===== config.mk =====
export PLATFORM = sky130hd
export DESIGN_NAME = cuadrado_16
export DESIGN_NICKNAME = d
export VERILOG_FILES = /design/src/rtl/cuadrado_16.sv
export SDC_FILE = /design/constraint.sdc
export NUM_CORES = 1
export LEC_CHECK = 0
export ABC_AREA = 1
export ABC_CLOCK_PERIOD_IN_PS = 2280
export CAP_MARGIN = 20
export CORE_MARGIN = 2
export CORE_UTILIZATION = 45
export CTS_CLUSTER_SIZE = 30
export DETAILED_ROUTE_END_ITERATION = 8
export HOLD_SLACK_MARGIN = 0.1
export PLACE_DENSITY = 0.76
export SLEW_MARGIN = 20
export SYNTH_ARGS = -nofsm -noshare
export SYNTH_HDL_FRONTEND = slang
export SYNTH_SLANG_ARGS = --single-unit

===== constraint.sdc =====
create_clock -name clk -period 2.28 [get_ports clk]
set_input_delay 0.228 -clock clk [delete_from_list [all_inputs] [get_ports clk]]
set_output_delay 0.228 -clock clk [all_outputs]
set_load 0.02 [all_outputs]

===== src/rtl/cuadrado_16.sv =====
// Sequential shift-add squarer: rebuilds a radicand as R*R + REM, the inverse of the sqrt unit.
// Flags report overflow past N bits and remainders a valid integer square root cannot produce.
module cuadrado_16 #(
   parameter int N = 16
) (
   input  logic         clk,
   input  logic         rst,
   input  logic         init,
   input  logic [N-1:0] in_R,
   input  logic [N-1:0] in_REM,
   output logic [N-1:0] out_RR,
   output logic         out_OVF,
   output logic         out_INV,
   output logic         out_BUSY,
   output logic         out_DONE
);

   localparam int KW = $clog2(N) + 1;

   typedef enum logic [1:0] {
      IDLE = 2'd0,
      MUL  = 2'd1,
      ADDR = 2'd2,
      DONE = 2'd3
   } state_t;

   state_t         state_q, state_d;
   logic [2*N-1:0] a_q, a_d;
   logic [N-1:0]   b_q, b_d;
   logic [N-1:0]   b0_q, b0_d;
   logic [2*N:0]   p_q, p_d;
   logic [N-1:0]   rem_q, rem_d;
   logic [KW-1:0]  k_q, k_d;
   logic [N-1:0]   rr_q, rr_d;
   logic           ovf_q, ovf_d;
   logic           inv_q, inv_d;
   logic           busy_q, busy_d;
   logic           done_q, done_d;
   logic [2*N:0]   sum_s;

   // Next-state and datapath logic for the multiply / remainder-add sequence
   always_comb begin
      state_d = state_q;
      a_d     = a_q;
      b_d     = b_q;
      b0_d    = b0_q;
      p_d     = p_q;
      rem_d   = rem_q;
      k_d     = k_q;
      rr_d    = rr_q;
      ovf_d   = ovf_q;
      inv_d   = inv_q;
      busy_d  = 1'b0;
      done_d  = 1'b0;
      sum_s   = p_q + {{(N+1){1'b0}}, rem_q};
      case (state_q)
         IDLE: begin
            if (init) begin
               a_d     = {{N{1'b0}}, in_R};
               b_d     = in_R;
               b0_d    = in_R;
               p_d     = '0;
               rem_d   = in_REM;
               k_d     = '0;
               busy_d  = 1'b1;
               state_d = MUL;
            end else begin
               state_d = IDLE;
            end
         end
         MUL: begin
            p_d    = p_q + (b_q[0] ? {1'b0, a_q} : {(2*N+1){1'b0}});
            a_d    = a_q << 1;
            b_d    = b_q >> 1;
            k_d    = k_q + {{(KW-1){1'b0}}, 1'b1};
            busy_d = 1'b1;
            // Fixed N iterations, no early exit, so latency never depends on the operand
            if (k_q == KW'(N-1)) begin
               state_d = ADDR;
            end else begin
               state_d = MUL;
            end
         end
         ADDR: begin
            rr_d    = sum_s[N-1:0];
            ovf_d   = |sum_s[2*N:N];
            inv_d   = {1'b0, rem_q} > {b0_q, 1'b0};
            done_d  = 1'b1;
            state_d = DONE;
         end
         DONE: begin
            state_d = IDLE;
         end
         default: begin
            state_d = IDLE;
         end
      endcase
   end

   // State and output registers with synchronous reset that discards any operation in flight
   always_ff @(posedge clk) begin
      if (rst) begin
         state_q <= IDLE;
         a_q     <= '0;
         b_q     <= '0;
         b0_q    <= '0;
         p_q     <= '0;
         rem_q   <= '0;
         k_q     <= '0;
         rr_q    <= '0;
         ovf_q   <= 1'b0;
         inv_q   <= 1'b0;
         busy_q  <= 1'b0;
         done_q  <= 1'b0;
      end else begin
         state_q <= state_d;
         a_q     <= a_d;
         b_q     <= b_d;
         b0_q    <= b0_d;
         p_q     <= p_d;
         rem_q   <= rem_d;
         k_q     <= k_d;
         rr_q    <= rr_d;
         ovf_q   <= ovf_d;
         inv_q   <= inv_d;
         busy_q  <= busy_d;
         done_q  <= done_d;
      end
   end

   assign out_RR   = rr_q;
   assign out_OVF  = ovf_q;
   assign out_INV  = inv_q;
   assign out_BUSY = busy_q;
   assign out_DONE = done_q;

endmodule


==> flow_summary.toml <==
[yosys]
syn-cell-area_um2 = 9290
synth_area_leaders = "dfxtp_1 (30%), nand2_1 (18%), ha_1 (8.8%), a21oi_1 (7.4%), inv_1 (7.3%)"
synth_top_area_frac = 0.302
syn_inst = 1483
yosysTopAreaCell = "dfxtp_1"
ys_ff_latch = 140
yosysUniqueCellTypes = 44
syn_avg_cell_area_um2 = 6.27
yosys_most_used_dff = "dfxtp_1"
postSynth.asyncResetShare = 0
yosysWarnings = 0
synth_fp_nets = 1585
synth_edf_count = 0
yosysSeqAreaShare = 0.302

[critical_path]
cp.required_ps = 2630
r2r_cells = 12
cp.arrival_ps = 2620
endpoint_kind = "flop"
reg2reg_slack_ps = 9
critPathKind = "flop to flop"
cp_max_fo = 21
cp-start-kind = "flop"
r2r_start = "b_q[0]"
r2r-end = "p_q[17]"

[timing]
slew_viol_final = 0
rsz0062_at_grt = "true"
fmax_ghz = 0.440
finalCriticalPeriod_ps = 2270
worstMarginPinSlew_ps = 765
hold_viol = 0
fin_worst_skew_ps = 15.6
slew_headroom = 0.489
hold_slack_ps = 357
fin_crit_sh = 0.996
setup_viol = 0

[run_status]
status = "finished, final reports clean"

[finish]
nNetsFinal = 1679
design_area_um2 = 11800
seq_area_um2 = 2840
diodes = 0
multi_input_area_um2 = 6220
fin_util = 0.581
drive_above_1_share = 0.169
nFillCells = 1815
syn2layout_area_growth_pct = 26.6

[routing]
drt-total-wl_um = 28200
drtAntennaViolNets = 0
drtIter0Drc = 776
viasPerCell = 5.38
dr.pass1.iters = 7
wl_per_cell_um = 15.2
drc = 0
routed-via-count = 10000

[clock_network]
h-tree-depth = 4
tritoncts = "built"
cts_root_buf = "clkbuf_16"
clockBufferDepth = 2
ctsHoldBuffers = 0
clk_latency_ps = 430
cts_made_buffers = 17
clk_pin_slew_ps = 60
clock-sinks = 140

[floorplanning]
rows = 52
fp.coreArea_um2 = 20200
num_io_pins = 55
dieHeight_um = 148
initial_core_util = 0.459
die_w_um = 148
die_area_um2 = 21800

[hold_path]
hold_path_depth = 4
worstHoldPathType = "primary input to flop"
min-delay-start = "rst"
hold_end = "rem_q[7]"

[global_routing]
grt_use_total = 0.248
grt_max_degree = 68
grt-busiest-layer = "met2"
gr-usage-met2 = 0.403
grt_pass1_wl_um = 43400
grtUsageMet1 = 0.341
grt_pass1_vias = 8983
use_met3 = 0.0321
antenna_found_initial = 1
grt-ovfl-total = 0

[placement]
place_congestion = 0.966
dpl_cell_area_um2 = 10500
io_buffers = 54
dp_hpwl_um = 20500

[pwr]
power_density_nw_per_um2 = 521
ir_drop_v = 0.000508
total_power_w = 0.00613
leakagePower_nw = 5.35

[flow_run]
maxCapViolCount = 0
[area by class of cell]
cell class                 count  share of cell area
clock buffer                  19              0.0376
clock inverter                13              0.0118
inverter                     185              0.0590
multi-input combinational   1112               0.528
sequential                   140               0.242
tap                          270              0.0287
timing repair buffer         121              0.0927
[kinds of logic after synthesis]
logic type	Yosys count	share of synthesized area
and+or+nand+nor	753	0.335
AOI/OAI and AO/OA	277	0.163
buffers and inverters	231	0.0942
DFF	140	0.302
adders and majority gates	67	0.0918
xor gates and xnor gates	15	0.0141
[routing by layer]
| layer | share of wire | vias up |
|---|---|---|
| li1 | - | 5007 |
| met1 | 0.44 | 4541 |
| met2 | 0.46 | 402 |
| met3 | 0.076 | 64 |
| met4 | 0.030 | 0 |
| met5 | 0 | - |
[through the flow]
stage                     worst slack, ps  std cells  TNS [ps]
after floorplan                      26.3       1483         0
after global placement               -142       1817      -262
after detailed placement             -159       1817      -540
after CTS                            4.13       1850         0
after global routing                -94.4       1860      -505
final                                9.30       1860         0
[cell usage after synthesis (2+ instances only)]
| library cell | instances |
|---|---|
| fa_1 | 2 |
| o21bai_1 | 5 |
| or2_2 | 9 |
| a21o_1 | 10 |
| dfxtp_1 | 140 |
| and2_1 | 3 |
| ha_1 | 65 |
| nand4_1 | 18 |
| or2_1 | 4 |
| or2_0 | 2 |
| o21ai_0 | 73 |
| clkbuf_1 | 39 |
| nor2_1 | 141 |
| inv_1 | 181 |
| inv_2 | 3 |
| nor2_2 | 8 |
| a31oi_1 | 35 |
| o21ai_1 | 2 |
| o21ai_2 | 2 |
| xor2_1 | 12 |
| nand3b_1 | 5 |
| xnor2_1 | 3 |
| nand2_2 | 5 |
| nand3_1 | 80 |
| a21boi_0 | 3 |
| nand2_1 | 457 |
| nor3_1 | 14 |
| a21oi_1 | 138 |
| o211ai_1 | 2 |
| nor4_1 | 2 |
| buf_2 | 7 |
[worst max-delay path, stage by stage, from the launching register on]
cell      delay [ps]
dfxtp_4          380
buf_12           150
nand2_1           60
inv_1            100
ha_4             220
nand2_1           60
nand2_1          100
nor2_1           230
a21boi_1         280
nand3_2          130
a21oi_1          230
o21ai_1          140
a21oi_1          130
[worst max-delay path by stage]
stage | from | to | depth (start not counted)
finish | b_q[0] | p_q[17] | 12
global route | b_q[0] | p_q[17] | 13
CTS | p_q[0] | out_OVF | 16
detailed placement | b_q[0] | p_q[17] | 13
global placement | b_q[0] | p_q[17] | 13
floorplan | b_q[0] | p_q[32] | 17
[placed cells by master (no fill, tap or decap), types with 20 or more instances in the layout]
cell             netlist  layout
nor2_1               141     130
o21ai_0               73      60
dfxtp_2                0      21
nand2_1              457     435
a21oi_2                1      23
clkdlybuf4s50_1        0      53
buf_4                  0      64
inv_1                181     180
nand2_2                5      27
a21oi_1              138     115
a31oi_1               35      33
nand3_1               80      68
dfxtp_1              140     115
ha_4                   0      20
ha_1                  65      35
[flip-flops by register name (all words and copies together) (netlist names), named ones only]
name / cells
p_q: 33
a_q: 32
b0_q: 16
b_q: 16
out_RR: 16
rem_q: 16
k_q: 5
out_BUSY: 1
out_DONE: 1
out_INV: 1
out_OVF: 1
state_q: 1
[timing repair]
item / in CTS / in global routing
buffers inserted: 1 / 10
gates resized for setup: 8 / 162
setup endpoints to repair: 12 / 23
pin swaps: 1 / 24
[report_power, final]
part	total (W)	switching (W)	leakage, nW	internal [W]
sequential	0.00263	0.0000917	1.15	0.00254
clock	0.00278	0.00114	0.284	0.00164
combinational	0.000714	0.000433	3.91	0.000281
total	0.00613	0.00166	5.35	0.00447
(Power assumes the default switching activity.)
==> patch, RTL diff (same settings) <==
Remove the register `done_q`: a continuous assignment takes its place, so the output `out_DONE` follows one clock earlier.
--- a/src/rtl/cuadrado_16.sv
+++ b/src/rtl/cuadrado_16.sv
@@ -111,7 +111,6 @@
          ovf_q   <= 1'b0;
          inv_q   <= 1'b0;
          busy_q  <= 1'b0;
-         done_q  <= 1'b0;
       end else begin
          state_q <= state_d;
          a_q     <= a_d;
@@ -124,9 +123,10 @@
          ovf_q   <= ovf_d;
          inv_q   <= inv_d;
          busy_q  <= busy_d;
-         done_q  <= done_d;
       end
    end
+
+   assign done_q = done_d;
 
    assign out_RR   = rr_q;
    assign out_OVF  = ovf_q;
Check against the original RTL: no difference found for any inputs over 10 cycles, from zero or initial values and one cycle with rst high; that may be too few to reach the edited logic, so the function may still have changed.
==> patch against the original RTL <==
  * The flow now finishes with violations (negative setup slack)
  * Wire length increased by 7.7%
  * Hold slack got worse by 0.20 ns
  * Synthesized area decreased by 0.58%
  * Sequential power about the same
  * Cell area increased by 4.3%
  * Combinational power increased by 5.3%
  * Die area decreased by 0.56%
  * Setup slack got worse by 0.032 ns
  * Clock power decreased by 4%
  * Via count increased by 0.83%
  * Sequential cell count decreased by 1
  * Power decreased by 1.4%
  * Non-clock buffer count increased by 23
  * Critical path type unchanged
  * Critical endpoint is now p_q[20]$_SDFFE_PP0P_
  * Largest power group unchanged
  * Highest routed layer unchanged
==> patch: results (changes against the original RTL) <==
[power]
p_leak_uw = 0.00546  ; +2.2%
pwr_density_cell_mw_per_mm2 = 493  ; -5.4%
comb_power_share = 0.124  ; +0.007
peakVddDrop_uv = 404  ; -20%
power_sequential_uw = 2620  ; about the same
netSwitchingFraction = 0.295  ; +0.0237

[hold_path]
holdPathStages = 2  ; -2
holdPathEnd = out_BUSY$_SDFF_PP0_

[grt]
grtUsageMet3 = 0.0342  ; +0.00206
grt_start_max_net_pins = 93  ; +37%
grt_pass1_vias = 8989  ; +0.067%
grt_pass1_wl_mm = 44.9  ; +3.3%
use_met2 = 0.416  ; +0.0131
grt.met1_usage = 0.359  ; +0.0181
grt_util_all_layers = 0.259  ; +0.0113

[routing]
drt-pass1-iter-count = 5  ; -2
dr.first_iter.drc_count = 1044  ; +35%
wl_met3_mm = 2.10  ; -2.6%
num_vias = 10100  ; +0.83%
routedLengthMet1_mm = 13.1  ; +6.4%
wl_per_cell_um = 16.3  ; +7.1%
met2_wirelength_mm = 14.3  ; +11%

[placement]
hpwlAfterDp_mm = 21.0  ; +2.2%
place_congestion = 1.00  ; +3.5%
dp_slack_ns = -0.0897  ; +0.0689 ns
place_area_mm2 = 0.0105  ; +0.39%
dp.cells = 1818  ; +0.055%

[timing]
hold_ws_ns = 0.159  ; -0.198 ns
fin_ws_ns = -0.0228  ; -0.0321 ns
clock_skew_ns = 0.00810  ; -0.00753 ns
worst_slew_pin_slew_ns = 0.614  ; -0.152 ns
setup_viol = 2  ; +2
setup-tns-final_ns = -0.0306  ; -0.0306 ns

[outcome]
status = complete, but fails checks
violations = negative setup slack

[yosys]
syn_area_per_cell_um2 = 6.28  ; +0.16%
synth_fp_nets = 1574  ; -0.69%
synthTopCellsByArea = dfxtp_1 30%, nand2_1 19%, ha_1 8.8%
synth_ff_type = dfxtp_1
yosys.cell_types.count = 45  ; +2.3%

[critical_path]
crit_fanout = 8  ; -62%
timing.rr.end = p_q[20]$_SDFFE_PP0P_

[cells_and_area]
nets = 1689  ; +0.60%
drive_above_1_share = 0.218  ; +0.0489
instances_no_fill = 1871  ; +0.59%

[clock_network]
post_cts_resized = 29  ; +21

[floorplanning]
fp.coreArea_mm2 = 0.0202  ; -0.32%

## patch: changes by cell type after synthesis, sizes merged, moves of 4 or more
cell and change:
buf +7, nor2 -4, clkbuf -5, nand3 -7
inv -5
## patch: worst max-delay path, stage by stage, from the launching register on
cell     delay (ns)
dfxtp_4        0.46
buf_12         0.16
nand2_1        0.05
inv_1          0.09
ha_4           0.23
a21oi_2        0.17
o21ai_1        0.11
a21oi_1        0.19
nand2_2        0.13
a21o_1         0.21
or2_4          0.24
nand3_1        0.07
a21oi_1        0.07
## patch: layout make-up
class	instances	area, um^2
Antenna cell	1	2.50
Timing Repair Buffer	144	1320
Sequential cell	139	2810
Multi-Input combinational cell	1106	6570
Tap cell	270	338
Clock inverter	14	129
Clock buffer	18	429
Inverter	179	677
Fill cell	1751	7900
## patch: cell families after synthesis
family                   share of synthesized area
XOR/XNOR                                    0.0133
flip-flops                                   0.301
adder cells (fa/ha/maj)                     0.0924
AND/OR/NAND/NOR                              0.335
AO/OA/AOI/OAI                                0.163
buffers and inverters                       0.0943
